## config.mk

```make
export PLATFORM = sky130hd
export DESIGN_NAME = usr_seq_ctrl
export DESIGN_NICKNAME = d
export VERILOG_FILES = /design/src/rtl/usr_pkg.sv /design/src/rtl/usr_seq_ctrl.sv
export SDC_FILE = /design/constraint.sdc
export NUM_CORES = 1
export LEC_CHECK = 0
export BUFFER_PORTS_ARGS = -buffer_cell sky130_fd_sc_hd__buf_2
export CORE_AREA = 2 2 49 51
export CTS_CLUSTER_SIZE = 20
export DETAILED_ROUTE_END_ITERATION = 10
export DIE_AREA = 0 0 51 53
export GPL_TIMING_DRIVEN = 1
export PLACE_DENSITY = 0.73
export SLEW_MARGIN = 20
export SYNTH_ARGS = -nofsm -noshare
export SYNTH_HDL_FRONTEND = slang
export SYNTH_SLANG_ARGS = --single-unit
```

## constraint.sdc

```tcl
create_clock -name clk -period 1.9 [get_ports clk]
set_clock_uncertainty 0.15 [all_clocks]
set_input_delay 0.19 -clock clk [delete_from_list [all_inputs] [get_ports clk]]
set_output_delay 0.19 -clock clk [all_outputs]
set_load 0.01 [all_outputs]
```

## src/rtl/usr_pkg.sv

```systemverilog
`default_nettype none
// ============================================================================
//  Module      : usr_pkg
//  Description : Shared types and default sizes for the universal shift
//                register command sequencer (usr_seq_ctrl).
//                - usr_mode_e   : encoding of the usr {s1,s0} mode pins
//                - usr_op_e     : command opcodes accepted on cmd_op
//                - usr_fill_e   : serial fill policy selected by cmd_fill
//                - ctrl_state_e : sequencer FSM states
//  Revision    : 1.0 - initial release
// ============================================================================
package usr_pkg;

    // Default datapath width and shift-count field width.
    localparam int unsigned c_DEF_WIDTH = 4;
    localparam int unsigned c_DEF_CNT_W = 3;

    // Mode select applied to the usr as {s1,s0}.
    typedef enum logic [1:0] {
        HOLD = 2'b00,
        SHR  = 2'b01,
        SHL  = 2'b10,
        LOAD = 2'b11
    } usr_mode_e;

    // Command opcodes.
    typedef enum logic [1:0] {
        OP_LOAD = 2'b00,
        OP_SHR  = 2'b01,
        OP_SHL  = 2'b10,
        OP_LDSH = 2'b11
    } usr_op_e;

    // Serial fill policy. FILL_RSVD behaves exactly like FILL_ZERO.
    typedef enum logic [1:0] {
        FILL_ZERO = 2'b00,
        FILL_ONE  = 2'b01,
        FILL_ROT  = 2'b10,
        FILL_RSVD = 2'b11
    } usr_fill_e;

    // Sequencer states.
    typedef enum logic [1:0] {
        IDLE  = 2'b00,
        LOADS = 2'b01,
        SHIFT = 2'b10,
        DONE  = 2'b11
    } ctrl_state_e;

    // Shift direction used for an opcode while in SHIFT.
    // LDSH always shifts right after its load cycle.
    function automatic usr_mode_e shift_mode(input usr_op_e op);
        return (op == OP_SHL) ? SHL : SHR;
    endfunction

    // True for opcodes that start with a parallel load cycle.
    function automatic logic op_has_load(input usr_op_e op);
        return (op == OP_LOAD) || (op == OP_LDSH);
    endfunction

endpackage : usr_pkg
`default_nettype wire

```

## src/rtl/usr_seq_ctrl.sv

```systemverilog
`default_nettype none
// ============================================================================
//  Module      : usr_seq_ctrl
//  Description : Command sequencer for a universal shift register (usr).
//                Accepts LOAD / SHR / SHL / LDSH commands over a valid/ready
//                handshake, drives the usr control pins cycle by cycle,
//                counts shift steps and returns the final usr contents as a
//                response held until accepted.
//
//  Ports
//    clk        in   clock, shared with the usr
//    rst_n      in   asynchronous active-low reset
//    cmd_valid  in   command offered
//    cmd_ready  out  sequencer idle, command taken on valid & ready
//    cmd_op     in   00 LOAD, 01 SHR, 10 SHL, 11 LDSH
//    cmd_fill   in   00 zero, 01 one, 10 rotate, 11 reserved (zero)
//    cmd_cnt    in   number of shift steps
//    cmd_data   in   parallel load value
//    rsp_valid  out  result available
//    rsp_ready  in   result consumed on valid & ready
//    rsp_data   out  usr contents at completion
//    busy       out  high whenever not IDLE
//    usr_s1/s0  out  usr mode select (00 hold, 01 SHR, 10 SHL, 11 load)
//    usr_pin    out  usr parallel input
//    usr_sin    out  usr serial input
//    usr_q      in   usr parallel output
//
//  Revision    : 1.0 - initial release
// ============================================================================
module usr_seq_ctrl
    import usr_pkg::*;
#(
    parameter int unsigned WIDTH = c_DEF_WIDTH,
    parameter int unsigned CNT_W = c_DEF_CNT_W
) (
    input  logic             clk,
    input  logic             rst_n,

    input  logic             cmd_valid,
    output logic             cmd_ready,
    input  logic [1:0]       cmd_op,
    input  logic [1:0]       cmd_fill,
    input  logic [CNT_W-1:0] cmd_cnt,
    input  logic [WIDTH-1:0] cmd_data,

    output logic             rsp_valid,
    input  logic             rsp_ready,
    output logic [WIDTH-1:0] rsp_data,

    output logic             busy,

    output logic             usr_s1,
    output logic             usr_s0,
    output logic [WIDTH-1:0] usr_pin,
    output logic             usr_sin,
    input  logic [WIDTH-1:0] usr_q
);

    // ------------------------------------------------------------------
    // State and latched command
    // ------------------------------------------------------------------
    ctrl_state_e      state_q,    state_d;
    usr_op_e          op_q,       op_d;
    usr_fill_e        fill_q,     fill_d;
    logic [CNT_W-1:0] cnt_q,      cnt_d;
    logic [WIDTH-1:0] data_q,     data_d;

    // Response capture. The last shift lands on the same edge that enters
    // DONE, so the final usr value is only visible during the first DONE
    // cycle. rsp_data is passed through from usr_q in that cycle and the
    // register takes over from the second DONE cycle onwards.
    logic [WIDTH-1:0] rsp_data_q, rsp_data_d;
    logic             rsp_held_q, rsp_held_d;

    logic             w_cmd_acc;
    usr_mode_e        w_mode;

    assign w_cmd_acc = cmd_valid && (state_q == IDLE);

    // ------------------------------------------------------------------
    // Next-state logic
    // ------------------------------------------------------------------
    always_comb begin
        state_d = state_q;
        op_d    = op_q;
        fill_d  = fill_q;
        cnt_d   = cnt_q;
        data_d  = data_q;

        case (state_q)
            IDLE: begin
                if (w_cmd_acc) begin
                    op_d   = usr_op_e'(cmd_op);
                    fill_d = usr_fill_e'(cmd_fill);
                    cnt_d  = cmd_cnt;
                    data_d = cmd_data;
                    if (op_has_load(usr_op_e'(cmd_op))) begin
                        state_d = LOADS;
                    end else if (cmd_cnt != '0) begin
                        state_d = SHIFT;
                    end else begin
                        state_d = DONE;
                    end
                end
            end

            LOADS: begin
                // A plain LOAD ignores its count field.
                if ((op_q == OP_LDSH) && (cnt_q != '0)) begin
                    state_d = SHIFT;
                end else begin
                    state_d = DONE;
                end
            end

            SHIFT: begin
                // cnt_q holds the number of shift cycles still to run,
                // including the current one.
                cnt_d = cnt_q - CNT_W'(1);
                if (cnt_q == CNT_W'(1)) begin
                    state_d = DONE;
                end
            end

            DONE: begin
                if (rsp_ready) begin
                    state_d = IDLE;
                end
            end

            default: begin
                state_d = IDLE;
            end
        endcase
    end

    // ------------------------------------------------------------------
    // Response capture
    // ------------------------------------------------------------------
    always_comb begin
        rsp_data_d = rsp_data_q;
        rsp_held_d = 1'b0;
        if (state_q == DONE) begin
            rsp_held_d = 1'b1;
            if (!rsp_held_q) begin
                rsp_data_d = usr_q;
            end
        end
    end

    // ------------------------------------------------------------------
    // Registers
    // ------------------------------------------------------------------
    always_ff @(posedge clk or negedge rst_n) begin
        if (!rst_n) begin
            state_q    <= IDLE;
            op_q       <= OP_LOAD;
            fill_q     <= FILL_ZERO;
            cnt_q      <= '0;
            data_q     <= '0;
            rsp_data_q <= '0;
            rsp_held_q <= 1'b0;
        end else begin
            state_q    <= state_d;
            op_q       <= op_d;
            fill_q     <= fill_d;
            cnt_q      <= cnt_d;
            data_q     <= data_d;
            rsp_data_q <= rsp_data_d;
            rsp_held_q <= rsp_held_d;
        end
    end

    // ------------------------------------------------------------------
    // usr control decode. Mode and parallel input depend on registered
    // state only; the serial input additionally follows usr_q so that
    // rotate fill tracks the live register contents.
    // ------------------------------------------------------------------
    always_comb begin
        w_mode  = HOLD;
        usr_pin = '0;
        usr_sin = 1'b0;

        case (state_q)
            LOADS: begin
                w_mode  = LOAD;
                usr_pin = data_q;
            end

            SHIFT: begin
                w_mode = shift_mode(op_q);
                case (fill_q)
                    FILL_ONE: usr_sin = 1'b1;
                    // Rotate feeds back the bit that is about to fall out.
                    FILL_ROT: usr_sin = (op_q == OP_SHL) ? usr_q[WIDTH-1] : usr_q[0];
                    default:  usr_sin = 1'b0;
                endcase
            end

            default: begin
                w_mode = HOLD;
            end
        endcase
    end

    assign {usr_s1, usr_s0} = w_mode;

    // ------------------------------------------------------------------
    // Handshake and status
    // ------------------------------------------------------------------
    assign cmd_ready = (state_q == IDLE);
    assign rsp_valid = (state_q == DONE);
    assign busy      = (state_q != IDLE);
    assign rsp_data  = ((state_q == DONE) && !rsp_held_q) ? usr_q : rsp_data_q;

endmodule : usr_seq_ctrl
`default_nettype wire
```

Yosys cells after proc, flatten, opt, wreduce, memory -nomap -nowiden
Index checks and enable logic that the tools add are counted.
{"block": "totals", "register_bits": 18, "word_cells": 53, "input_bits": 19, "out_inout_bits": 14}
{"block": "op_classes", "add_sub_neg": 1, "n_eq_ne": 12, "n_reduce_logical": 15, "bitwise": 1, "n_mux": 17}
{"operator": "== test 2 bit, second input constant", "count": 6}
{"operator": "two-way mux 2 bit", "count": 5}
{"operator": "two-way mux 4 bit", "count": 2}
{"operator": "one-hot mux 2 bit (4 select lines)", "count": 1}
{"operator": "one-hot mux 3 bit (2 select lines)", "count": 1}
{"operator": "AND reduction 2 bit", "count": 3}
{"operator": "nonzero test 3 bit", "count": 2}
{"operator": "two-way mux 1 bit", "count": 5}
{"operator": "== test 2 x 1 -> 1 bit, second input constant", "count": 2}
{"operator": "zero test 2 bit", "count": 2}
{"operator": "!= test 2 x 1 -> 1 bit, second input constant", "count": 2}
{"operator": "one-hot mux 2 bit (2 select lines)", "count": 1}
{"operator": "nonzero test 2 bit", "count": 2}
{"operator": "== test 3 x 1 -> 1 bit, second input constant", "count": 1}
{"operator": "logical AND 1 bit", "count": 3}
{"operator": "two-way mux 3 bit", "count": 1}
{"operator": "AND reduction 3 bit", "count": 1}
{"operator": "subtractor 3 x 1 -> 3 bit, second input constant", "count": 1}
{"operator": "!= test 2 bit, second input constant", "count": 1}
{"operator": "one-hot mux 1 bit (2 select lines)", "count": 1}
{"operator": "zero test 1 bit", "count": 1}
{"operator": "logical OR 1 bit", "count": 1}
{"operator": "NOT 1 bit", "count": 1}

Longest topological paths before layout
{"block": "logic_depth", "depth_word": 5, "mapped_depth": 6, "depth_no_buf": 6}

Worst setup path after synthesis
Ideal clock, no wire load.
{"block": "synth_timing", "path_type": "register to register", "start": "register state_q[0]", "end": "register state_q[0]", "required_time_ns": 1.655, "arrival_time_ns": 1.402, "synth_period_minus_slack_ns": 1.648, "setup_slack_ns": 0.252, "setup_time_ns": 0.095, "n_path_buf": 0, "stages_incl_launch_ff": 6, "cell_sequence": "dfrtp_1 inv_1 ha_1 nor2b_4 a221o_1 o31ai_1"}
{"block": "synth_via", "elab_chain_cells": 4, "word_cells_on_any_way": 10, "cone_classes": "eq/ne: 6; mux: 1; reduce/logical: 3"}
{"item": "start, declared", "line_no": "usr_seq_ctrl.sv:62", "text": "ctrl_state_e state_q, state_d;"}
{"item": "start signal, assigned", "line_no": "usr_seq_ctrl.sv:164", "text": "state_q <= state_d;"}
{"item": "zero test 2 bit (*)"}
{"item": "named net cmd_ready", "line_no": "usr_seq_ctrl.sv:40", "text": "output logic cmd_ready,"}
{"item": "logical AND 1 bit", "line_no": "usr_seq_ctrl.sv:78", "text": "assign w_cmd_acc = cmd_valid && (state_q == IDLE);"}
{"item": "!= test 2 x 1 -> 1 bit (no line)"}
{"item": "AND reduction 3 bit (no line)"}
Mark *: on every way through the listed nets, which the timed path passes. The rest lies on a longest branch.
A chain may end at the register's enable or synchronous reset.

Worst setup path after layout
{"block": "layout_timing", "start": "register state_q[0]", "end": "output rsp_data[1]"}
{"block": "layout_via", "elab_chain_cells": 3}
{"item": "== test 2 bit", "line_no": "usr_seq_ctrl.sv:214", "text": "assign rsp_data = ((state_q == DONE) && !rsp_held_q) ? usr_q : rsp_data_q;"}
{"item": "logical AND 1 bit", "line_no": "usr_seq_ctrl.sv:214"}
{"item": "two-way mux 4 bit", "line_no": "usr_seq_ctrl.sv:214"}
{"item": "end, declared", "line_no": "usr_seq_ctrl.sv:48", "text": "output logic [WIDTH-1:0] rsp_data,"}
No other way between the ends.

==> flow_summary.json <==
{
  "power.leakage_nw": 0.7223,
  "met1_usage_pct": 21.21,
  "synth_nets": 122,
  "hold_ws_ns": 0.003725,
  "setup_viol": 3,
  "post_drt_via_cell_ratio": 5.094,
  "dp_hpwl_mm": 1.588,
  "synth_area_leader_cell": "dfrtp_1",
  "clkTransAtPathRegs_ns": 0.10,
  "insertion_delay_ns": 0.29,
  "via_count": 871,
  "grt_use_met3_pct": 3.672,
  "routed_wl_mm": 2.233,
  "die-height_um": 53,
  "drc": 0,
  "numPortBuffers": 32,
  "crit_slowest_cell": "dfrtp_1",
  "hold_depth": 2,
  "clockBufferDepth": 2,
  "rr_worst_depth": 7,
  "numCtsBuffers": 3,
  "final_common_cell": "buf_2",
  "hold_path.class": "primary input to register",
  "clock_sinks": 18,
  "coreArea_um2": 2148,
  "hp-start": "usr_q[2]",
  "synth.distinct_cells": 26,
  "violations": "setup timing",
  "grt_pass1_vias": 874,
  "reg2reg_from": "state_q[1]$_DFFE_PN0P_",
  "gp_congestion": 0.7740,
  "worstPathCellList": "ha_2 -> nor2b_4 -> mux2_4 -> buf_6",
  "worst_pin_slew_ns": 0.3963,
  "cp.required_ns": 1.56,
  "worst-setup-path-type": "register to primary output",
  "synthCells": 93,
  "ys.warnings.count": 0,
  "initial_utilization_pct": 48.17,
  "grt_busiest_layer": "met2",
  "wl_per_cell_um": 13.06,
  "antenna_cells": 0,
  "endpoint_kind": "primary output",
  "max-slew-margin-rel_pct": 73.58,
  "syn_avg_cell_area_um2": 11.13,
  "grt_pass1_wl_mm": 3.636,
  "drive_gt1_share_pct": 47.55,
  "fill_cells": 162,
  "grt_antenna_before_repair": 0,
  "period_needed_ns": 1.902,
  "fin_ws_ns": -0.001613,
  "dr.pass1.iters": 4,
  "synthTopCellsByArea": "dfrtp_1 44%, mux2_2 14%, ha_1 12%",
  "slowest_delay_ns": 0.39,
  "cts_root_buf": "clkbuf_4",
  "worstPathArrival_ns": 1.56,
  "syn-cell-area_um2": 1035,
  "final_cell_mix": "28 x buf_2, 18 x dfrtp_1, 9 x buf_4",
  "placed_cell_area_um2": 1232,
  "finalHoldViolations": 0,
  "rows": 17,
  "area_growth_pct": 42.32,
  "synth-seq-cells": 18,
  "drv_cap": 0,
  "p_total_mw": 2.395,
  "worst_setup_path_start_kind": "register",
  "rsz0062_at_grt": "yes",
  "rr_endpoint": "cnt_q[1]$_DFFE_PN0P_",
  "grt_max_degree": 19,
  "ir_drop_mv": 0.8739,
  "crit_path_max_fanout": 4,
  "dieWidth_um": 51,
  "h-tree-depth": 1,
  "min_to": "rsp_data_q[2]$_DFFE_PN0P_",
  "nets": 174,
  "cts_tree": "built",
  "grt-ovfl-total": 0,
  "ant_nets": 0,
  "slew_viol_final": 0,
  "status": "complete, but fails checks",
  "yosysSeqAreaShare_pct": 43.53,
  "p_per_area_nw_per_um2": 1626,
  "grt_use_met2_pct": 32.68,
  "fin_area_um2": 1473,
  "io_pins": 33,
  "max_clock_freq_mhz": 525.9,
  "period_share_pct": 100.1,
  "grt_usage_pct": 18.16,
  "drt_iter0_drc": 14,
  "rrSetupSlack_ns": 0.13,
  "netlist.area_leader.share_pct": 43.53,
  "dieArea_um2": 2703
}
==> per-stage QoR <==
| stage | instances | setup TNS (ns) | utilization [%] | worst slack (ns) |
|---|---|---|---|---|
| after floorplan | 93 | 0 | - | 0.2523 |
| after global placement | 153 | 0 | 57.37 | 0.1671 |
| after detailed placement | 153 | 0 | 57.37 | 0.1420 |
| after CTS | 167 | -0.007334 | 63.66 | -0.006303 |
| after global routing | 171 | -0.2503 | 68.55 | -0.06253 |
| final | 171 | -0.003841 | 68.55 | -0.001613 |
==> timing repair <==
item	in CTS	in global routing
hold buffers	8	0
endpoints found under the hold margin	25	0
endpoints found under the setup margin	7	20
buffers inserted	3	4
gates resized for setup	3	16
gates cloned	0	0
pin swaps	0	3
==> state kept, by name, indices dropped and copies added, names as in the netlist <==
signal	count
data_q	4
rsp_data_q	4
cnt_q	3
fill_q	2
op_q	2
state_q	2
rsp_held_q	1
==> layout make-up <==
| type | count | area (um^2) | share of cell area, % |
|---|---|---|---|
| Multi-Input combinational cell | 64 | 598.1 | 40.61 |
| Sequential cell | 18 | 450.4 | 30.59 |
| Timing Repair Buffer | 49 | 332.8 | 22.60 |
| Tap cell | 28 | 35.03 | 2.379 |
| Inverter | 9 | 33.78 | 2.294 |
| Clock buffer | 3 | 22.52 | 1.529 |
==> Yosys cell counts <==
library cell,count
a211oi_1,1
a21oi_1,5
a221o_1,1
and2_1,4
buf_2,1
buf_4,1
dfrtp_1,18
ha_1,10
inv_1,9
mux2_2,13
nand2_1,5
nand2b_1,1
nand2b_4,1
nand3_1,2
nor2_1,1
nor2b_1,3
nor2b_2,1
nor2b_4,1
nor3b_1,1
o211ai_1,2
o21a_1,1
o21ai_0,4
o22a_2,1
o22ai_1,1
o31ai_1,4
xnor2_1,1
==> how the worst max path moves through the flow <==
| stage | startpoint | endpoint | slack [ns] | depth (start not counted) |
|---|---|---|---|---|
| floorplan | state_q[0]$_DFFE_PN0P_ | state_q[0]$_DFFE_PN0P_ | 0.25 | 5 |
| global placement | state_q[1]$_DFFE_PN0P_ | rsp_data[2] | 0.17 | 4 |
| detailed placement | state_q[1]$_DFFE_PN0P_ | rsp_data[3] | 0.14 | 4 |
| CTS | state_q[0]$_DFFE_PN0P_ | rsp_data[3] | -0.006 | 4 |
| global route | state_q[0]$_DFFE_PN0P_ | rsp_data[0] | -0.06 | 4 |
| finish | state_q[0]$_DFFE_PN0P_ | rsp_data[1] | -0.002 | 4 |
==> power by group <==
part | internal (mW) | total, mW | switching (mW) | leakage, nW
Clock | 0.0737 | 0.191 | 0.117 | 0.0138
Combinational | 0.819 | 1.50 | 0.682 | 0.497
Sequential | 0.581 | 0.703 | 0.121 | 0.211
==> worst max-delay path, delay by kind of cell, from the launching register on <==
family | cells | cell delay (ns)
buf+inv | 1 | 0.12
simple gates | 1 | 0.22
mux | 1 | 0.33
fa+ha+maj | 1 | 0.19
flops | 1 | 0.39
==> routing by layer <==
layer  up-vias  part of all wire [%]  routed length [um]
met5         -                     0                   0
li1        424                     -                   -
met4         0                  0.85                  19
met3         4                   3.3                  74
met1       420                    43                 971
met2        23                    52                1167
==> logic make-up after synthesis <==
group,count (synthesis),share of synthesized area [%]
AO/OA/AOI/OAI,20,12.70
AND/OR/NAND/NOR,20,12.21
flip-flops,18,43.53
multiplexers,13,14.15
buffers and inverters,11,4.474
adder cells (fa/ha/maj),10,12.09
XOR/XNOR,1,0.8466
(Power assumes the default switching activity.)
